File: config.mk
export PLATFORM = sky130hd
export DESIGN_NAME = rs232_rx
export DESIGN_NICKNAME = d
export VERILOG_FILES = /design/src/rtl/rs232_pkg.sv /design/src/rtl/rs232_rx_sync.sv /design/src/rtl/rs232_rx.sv
export SDC_FILE = /design/constraint.sdc
export NUM_CORES = 1
export LEC_CHECK = 0
export CAP_MARGIN = 20
export CORE_UTILIZATION = 49
export DETAILED_ROUTE_END_ITERATION = 10
export GPL_TIMING_DRIVEN = 0
export PLACE_DENSITY = 0.73
export REMOVE_ABC_BUFFERS = 1
export SLEW_MARGIN = 20
export SYNTH_ARGS = -nofsm -noshare
export SYNTH_HDL_FRONTEND = slang
export SYNTH_SLANG_ARGS = --single-unit
File: constraint.sdc
create_clock -name clk -period 1.8 [get_ports clk]
set_input_delay 0.45 -clock clk [delete_from_list [all_inputs] [get_ports clk]]
set_output_delay 0.45 -clock clk [all_outputs]
set_load 0.01 [all_outputs]
File: src/rtl/rs232_pkg.sv
// Constants and receiver FSM encoding shared by the rs232 receiver and transmitter.
package rs232_pkg;

  localparam int OVERSAMPLE_DEF = 8;
  localparam int DATA_BITS_DEF  = 8;
  localparam int MID_SAMPLE     = 3;

  typedef enum logic [2:0] {
    ST_IDLE,
    ST_START,
    ST_DATA,
    ST_STOP,
    ST_WAIT_IDLE
  } rx_state_e;

endpackage

File: src/rtl/rs232_rx_sync.sv
// Two-flop synchronizer for an asynchronous level; 2 clk latency, no backpressure.
module rs232_rx_sync #(
  parameter logic RESET_VAL = 1'b1
) (
  input  logic clk,
  input  logic reset,
  input  logic d_i,
  output logic q_o
);

  logic meta_q;
  logic sync_q;

  always_ff @(posedge clk or posedge reset) begin
    if (reset) begin
      meta_q <= RESET_VAL;
      sync_q <= RESET_VAL;
    end else begin
      meta_q <= d_i;
      sync_q <= meta_q;
    end
  end

  assign q_o = sync_q;

endmodule

File: src/rtl/rs232_rx.sv
// 8N1 oversampling UART receiver; byte visible one clk after the stop sample.
// One-entry output register: completions while unacknowledged are dropped and flagged as overrun.
module rs232_rx
  import rs232_pkg::*;
#(
  parameter int OVERSAMPLE = OVERSAMPLE_DEF,
  parameter int DATA_BITS  = DATA_BITS_DEF
) (
  input  logic                 clk,
  input  logic                 reset,
  input  logic                 rx_en,
  input  logic                 rxd,
  output logic [DATA_BITS-1:0] data,
  output logic                 valid,
  input  logic                 ack,
  output logic                 framing_err,
  output logic                 overrun
);

  localparam int CNT_W = (OVERSAMPLE > 1) ? $clog2(OVERSAMPLE) : 1;
  localparam int IDX_W = (DATA_BITS > 1) ? $clog2(DATA_BITS) : 1;
  localparam logic [CNT_W-1:0] CNT_LAST = CNT_W'(OVERSAMPLE - 1);
  localparam logic [CNT_W-1:0] CNT_MID  = CNT_W'(MID_SAMPLE);
  localparam logic [IDX_W-1:0] IDX_LAST = IDX_W'(DATA_BITS - 1);

  rx_state_e            state_q, state_d;
  logic [CNT_W-1:0]     cnt_q, cnt_d;
  logic [IDX_W-1:0]     idx_q, idx_d;
  logic [DATA_BITS-1:0] shift_q, shift_d;
  logic [DATA_BITS-1:0] data_q, data_d;
  logic                 valid_q, valid_d;
  logic                 ferr_q, ferr_d;
  logic                 ovr_q, ovr_d;
  logic                 rxd_s;
  logic                 complete;

  rs232_rx_sync #(.RESET_VAL(1'b1)) u_sync (
    .clk   (clk),
    .reset (reset),
    .d_i   (rxd),
    .q_o   (rxd_s)
  );

  always_comb begin
    state_d  = state_q;
    cnt_d    = cnt_q;
    idx_d    = idx_q;
    shift_d  = shift_q;
    complete = 1'b0;
    ferr_d   = 1'b0;
    if (rx_en) begin
      unique case (state_q)
        ST_IDLE: begin
          if (!rxd_s) begin
            state_d = ST_START;
            cnt_d   = '0;
          end
        end
        ST_START: begin
          if (cnt_q == CNT_MID) begin
            cnt_d = '0;
            if (!rxd_s) begin
              state_d = ST_DATA;
              idx_d   = '0;
            end else begin
              state_d = ST_IDLE;
            end
          end else begin
            cnt_d = cnt_q + CNT_W'(1);
          end
        end
        ST_DATA: begin
          if (cnt_q == CNT_LAST) begin
            cnt_d          = '0;
            shift_d[idx_q] = rxd_s;
            if (idx_q == IDX_LAST) state_d = ST_STOP;
            else                   idx_d   = idx_q + IDX_W'(1);
          end else begin
            cnt_d = cnt_q + CNT_W'(1);
          end
        end
        ST_STOP: begin
          if (cnt_q == CNT_LAST) begin
            cnt_d = '0;
            if (rxd_s) begin
              complete = 1'b1;
              state_d  = ST_IDLE;
            end else begin
              ferr_d  = 1'b1;
              state_d = ST_WAIT_IDLE;
            end
          end else begin
            cnt_d = cnt_q + CNT_W'(1);
          end
        end
        ST_WAIT_IDLE: begin
          // A held break stays here silently until the line returns high.
          if (rxd_s) state_d = ST_IDLE;
        end
        default: state_d = ST_IDLE;
      endcase
    end
  end

  // A completion coinciding with an accepted ack replaces the byte and keeps overrun as is.
  always_comb begin
    data_d  = data_q;
    valid_d = valid_q;
    ovr_d   = ovr_q;
    if (complete) begin
      if (!valid_q || ack) begin
        data_d  = shift_q;
        valid_d = 1'b1;
      end else begin
        ovr_d = 1'b1;
      end
    end else if (valid_q && ack) begin
      valid_d = 1'b0;
      ovr_d   = 1'b0;
    end
  end

  always_ff @(posedge clk or posedge reset) begin
    if (reset) begin
      state_q <= ST_IDLE;
      cnt_q   <= '0;
      idx_q   <= '0;
      shift_q <= '0;
      data_q  <= '0;
      valid_q <= 1'b0;
      ferr_q  <= 1'b0;
      ovr_q   <= 1'b0;
    end else begin
      state_q <= state_d;
      cnt_q   <= cnt_d;
      idx_q   <= idx_d;
      shift_q <= shift_d;
      data_q  <= data_d;
      valid_q <= valid_d;
      ferr_q  <= ferr_d;
      ovr_q   <= ovr_d;
    end
  end

  assign data        = data_q;
  assign valid       = valid_q;
  assign framing_err = ferr_q;
  assign overrun     = ovr_q;

endmodule

==> flow_summary.toml <==
[detailed_routing]
drc = 3
wire_per_inst_microns = 16.1
postRouteAntennaNets = 0
totalWireLength_microns = 3100
num_vias = 1102
drt_iter0_markers = 31
via_per_inst = 5.74
drt_pass1_iterations = 7

[setup_path]
path_delay_family = "flip-flops"
r2r_end = "state_q[1]$_DFFE_PP0P_"
crit_type = "register to register"
worstRegToRegCells = 6
crit_path_max_incr_delay_ns = 0.48
r2r_slack_ns = -0.006
endpoint_kind = "register"
cp_max_fo = 5
worst_ep_arrival_time_ns = 2.04
critPathSlowestCell = "dfrtp_1"
required_ns = 2.04
r2r-start = "cnt_q[2]$_DFFE_PP0P_"
path_cells = "inv_1 -> ha_4 -> nor2_1 -> o211ai_1 -> nand4_1 -> mux2_1"
path_buf_inv = 1
worstSetupStartpointType = "register"

[layout]
final_cell_area_sq_um = 1980
fill_cells = 198
most-common-layout-cells = "dfrtp_1 (23), buf_4 (17), mux2_2 (15)"
fin_cells = 192
drive_above_1_share_pct = 42.9
final_common_cell = "dfrtp_1"
area_growth_pct = 34.0
post-route-util_pct = 70.6
final_nets = 172
antennaDiodeCount = 0

[job]
drv_cap = 0

[synthesis]
ys_ff_latch = 30
seq_area_frac_synth_pct = 51.0
synth_area_leaders = "dfrtp_1 (47%), mux2_2 (11%), ha_1 (5.9%), dfstp_2 (3.6%), mux2_1 (3.0%)"
synth.distinct_cells = 32
synth_area_sq_um = 1480
synthSimpleGateAreaFrac_pct = 13.5
avgSynthCellArea_sq_um = 11.6
synth_top_family_by_area = "multiplexers"
muxShareOfSynthArea_pct = 17.9
async_flop_share_pct = 100
synthAdderAreaFrac_pct = 5.93
synth-main-ff-cell = "dfrtp_1"
syn_inst = 127
yosys.area_share.xor_xnor_pct = 0
synth.yosys.warnings = 0
synth_top_area_share_pct = 47.4
synth-edff-count = 0
synth_area_leader_cell = "dfrtp_1"
synth_compound_gate_area_share_pct = 7.37

[pwr]
p_per_area_nw_per_um2 = 1200
total_power_mw = 2.37
leakage_nw = 0.915
ir_drop_v = 0.000707
p_sw_mw = 0.811
seqPwrFrac_pct = 38.3
power.internal_mw = 1.56
swShare_pct = 34.2
p_clk_share_pct = 24.4
comb_power_share_pct = 37.3

[timing]
min_period_ns = 1.81
finalClockSkew_ns = 0.0189
fmax_ghz = 0.554
worst_pin_slew_ns = 0.603
fin_ws_ns = -0.00591
period_share_pct = 100
slew_headroom_pct = 59.7
setup-tns-final_ns = -0.00591
hold_viol_final = 0
setup_viol = 1
rsz0062_at_grt = "true"
finalHoldWorstSlack_ns = 0.359
maxSlewViolCount = 0

[min_path]
hold_path_end = "u_sync.q_o$_DFF_PP1_"
holdPathStages = 0
hp-start = "u_sync.meta_q$_DFF_PP1_"
holdCritPathClass = "register to register"

[floorplan]
die_h_microns = 56.9
initial_utilization_pct = 52.7
core_area_sq_um = 2810
pin_count = 16
row_count = 19
die_area_sq_um = 3240
die_x_microns = 56.9

[grt]
grt_max_degree = 31
grt_usage_pct = 20.1
grt_first_pass_wirelength_microns = 4820
grt_pass1_vias = 986
grt.overflow.total = 0
antenna_found_initial = 0

[placed_design]
post-place-cells = 167
placed_area_sq_um = 1630
gp_congestion = 0.751
dp_slack_ns = -0.531
dp_hpwl_microns = 1700
io_buffer_count = 15

[cts]
root_buffer = "clkbuf_4"
htree_levels = 2
clk_pin_slew_ns = 0.11
clock_sinks = 30
hold_buffers = 0
cts_buffer_depth = 2
tritoncts = "done"
insertion_delay_ns = 0.34
cts_buffers = 5

[run_status]
status = "finished, violations left"
failed_checks = "DRC, setup timing"
==> how the worst max path moves through the flow <==
| stage | startpoint | end | slack, ns | cells after the start |
|---|---|---|---|---|
| after global routing | cnt_q[1]$_DFFE_PP0P_ | state_q[1]$_DFFE_PP0P_ | -0.07 | 6 |
| after CTS | state_q[0]$_DFFE_PP0P_ | shift_q[2]$_DFFE_PP0P_ | 0.002 | 3 |
| final | cnt_q[2]$_DFFE_PP0P_ | state_q[1]$_DFFE_PP0P_ | -0.006 | 6 |
| after floorplan | cnt_q[0]$_DFFE_PP0P_ | data[0]$_DFFE_PP0P_ | -0.02 | 6 |
| after global placement | rx_en | data[1]$_DFFE_PP0P_ | -0.49 | 5 |
| after detailed placement | rx_en | data[1]$_DFFE_PP0P_ | -0.53 | 5 |
==> state kept, by name, summed over array words and instances (netlist names) <==
name / flops
data: 8
shift_q: 8
cnt_q: 3
idx_q: 3
state_q: 3
framing_err: 1
overrun: 1
u_sync.meta_q: 1
u_sync.q_o: 1
valid: 1
==> power groups by stage <==
stage / clock network (mW) / logic [mW] / registers [mW]
4_1_cts: 0.580 / 0.552 / 0.929
5_1_grt: 0.618 / 0.962 / 0.917
6_report: 0.577 / 0.884 / 0.907
3_3_place_gp: 0 / 0.426 / 0.933
3_5_place_dp: 0 / 0.455 / 0.940
2_1_floorplan: 0 / 0.365 / 0.895
==> area by class of cell <==
type	count	area (sq um)	share of cell area (%)
inverter	8	30.0	1.52
sequential	30	759	38.4
clock inverter	1	30.0	1.52
timing repair buffer	32	280	14.2
clock buffer	7	55.1	2.78
multi-input combinational	83	786	39.7
tap	31	38.8	1.96
==> layer usage <==
layer / share of wire (%) / global-route usage, %
met5: 0 / 0
met4: 2.2 / 9.06
met3: 5.0 / 6.45
met2: 51 / 32.4
met1: 41 / 24.7
==> synthesized netlist by cell type, types with 3 or more instances <==
library cell	count
dfrtp_1	28
nor2b_1	4
mux2_1	4
nand2_1	7
buf_2	3
o21ai_0	7
mux2_2	15
nand4_1	3
nor3_1	5
nor2_1	6
inv_1	8
ha_1	7
==> what timing repair did <==
item,4_1_cts,5_1_grt
gates resized for setup,14,17
buffers inserted,4,13
setup endpoints to repair,19,20
pin swaps,2,6
==> cells by family (layout without fill, tap and decap cells) <==
kind of cell	count (synthesis)	after routing
AOI/OAI and AO/OA	17	17
adders and majority gates	7	7
buffers and inverters	14	48
and+or+nand+nor	36	36
muxes	23	23
DFF	30	30
(Power assumes the default switching activity.)
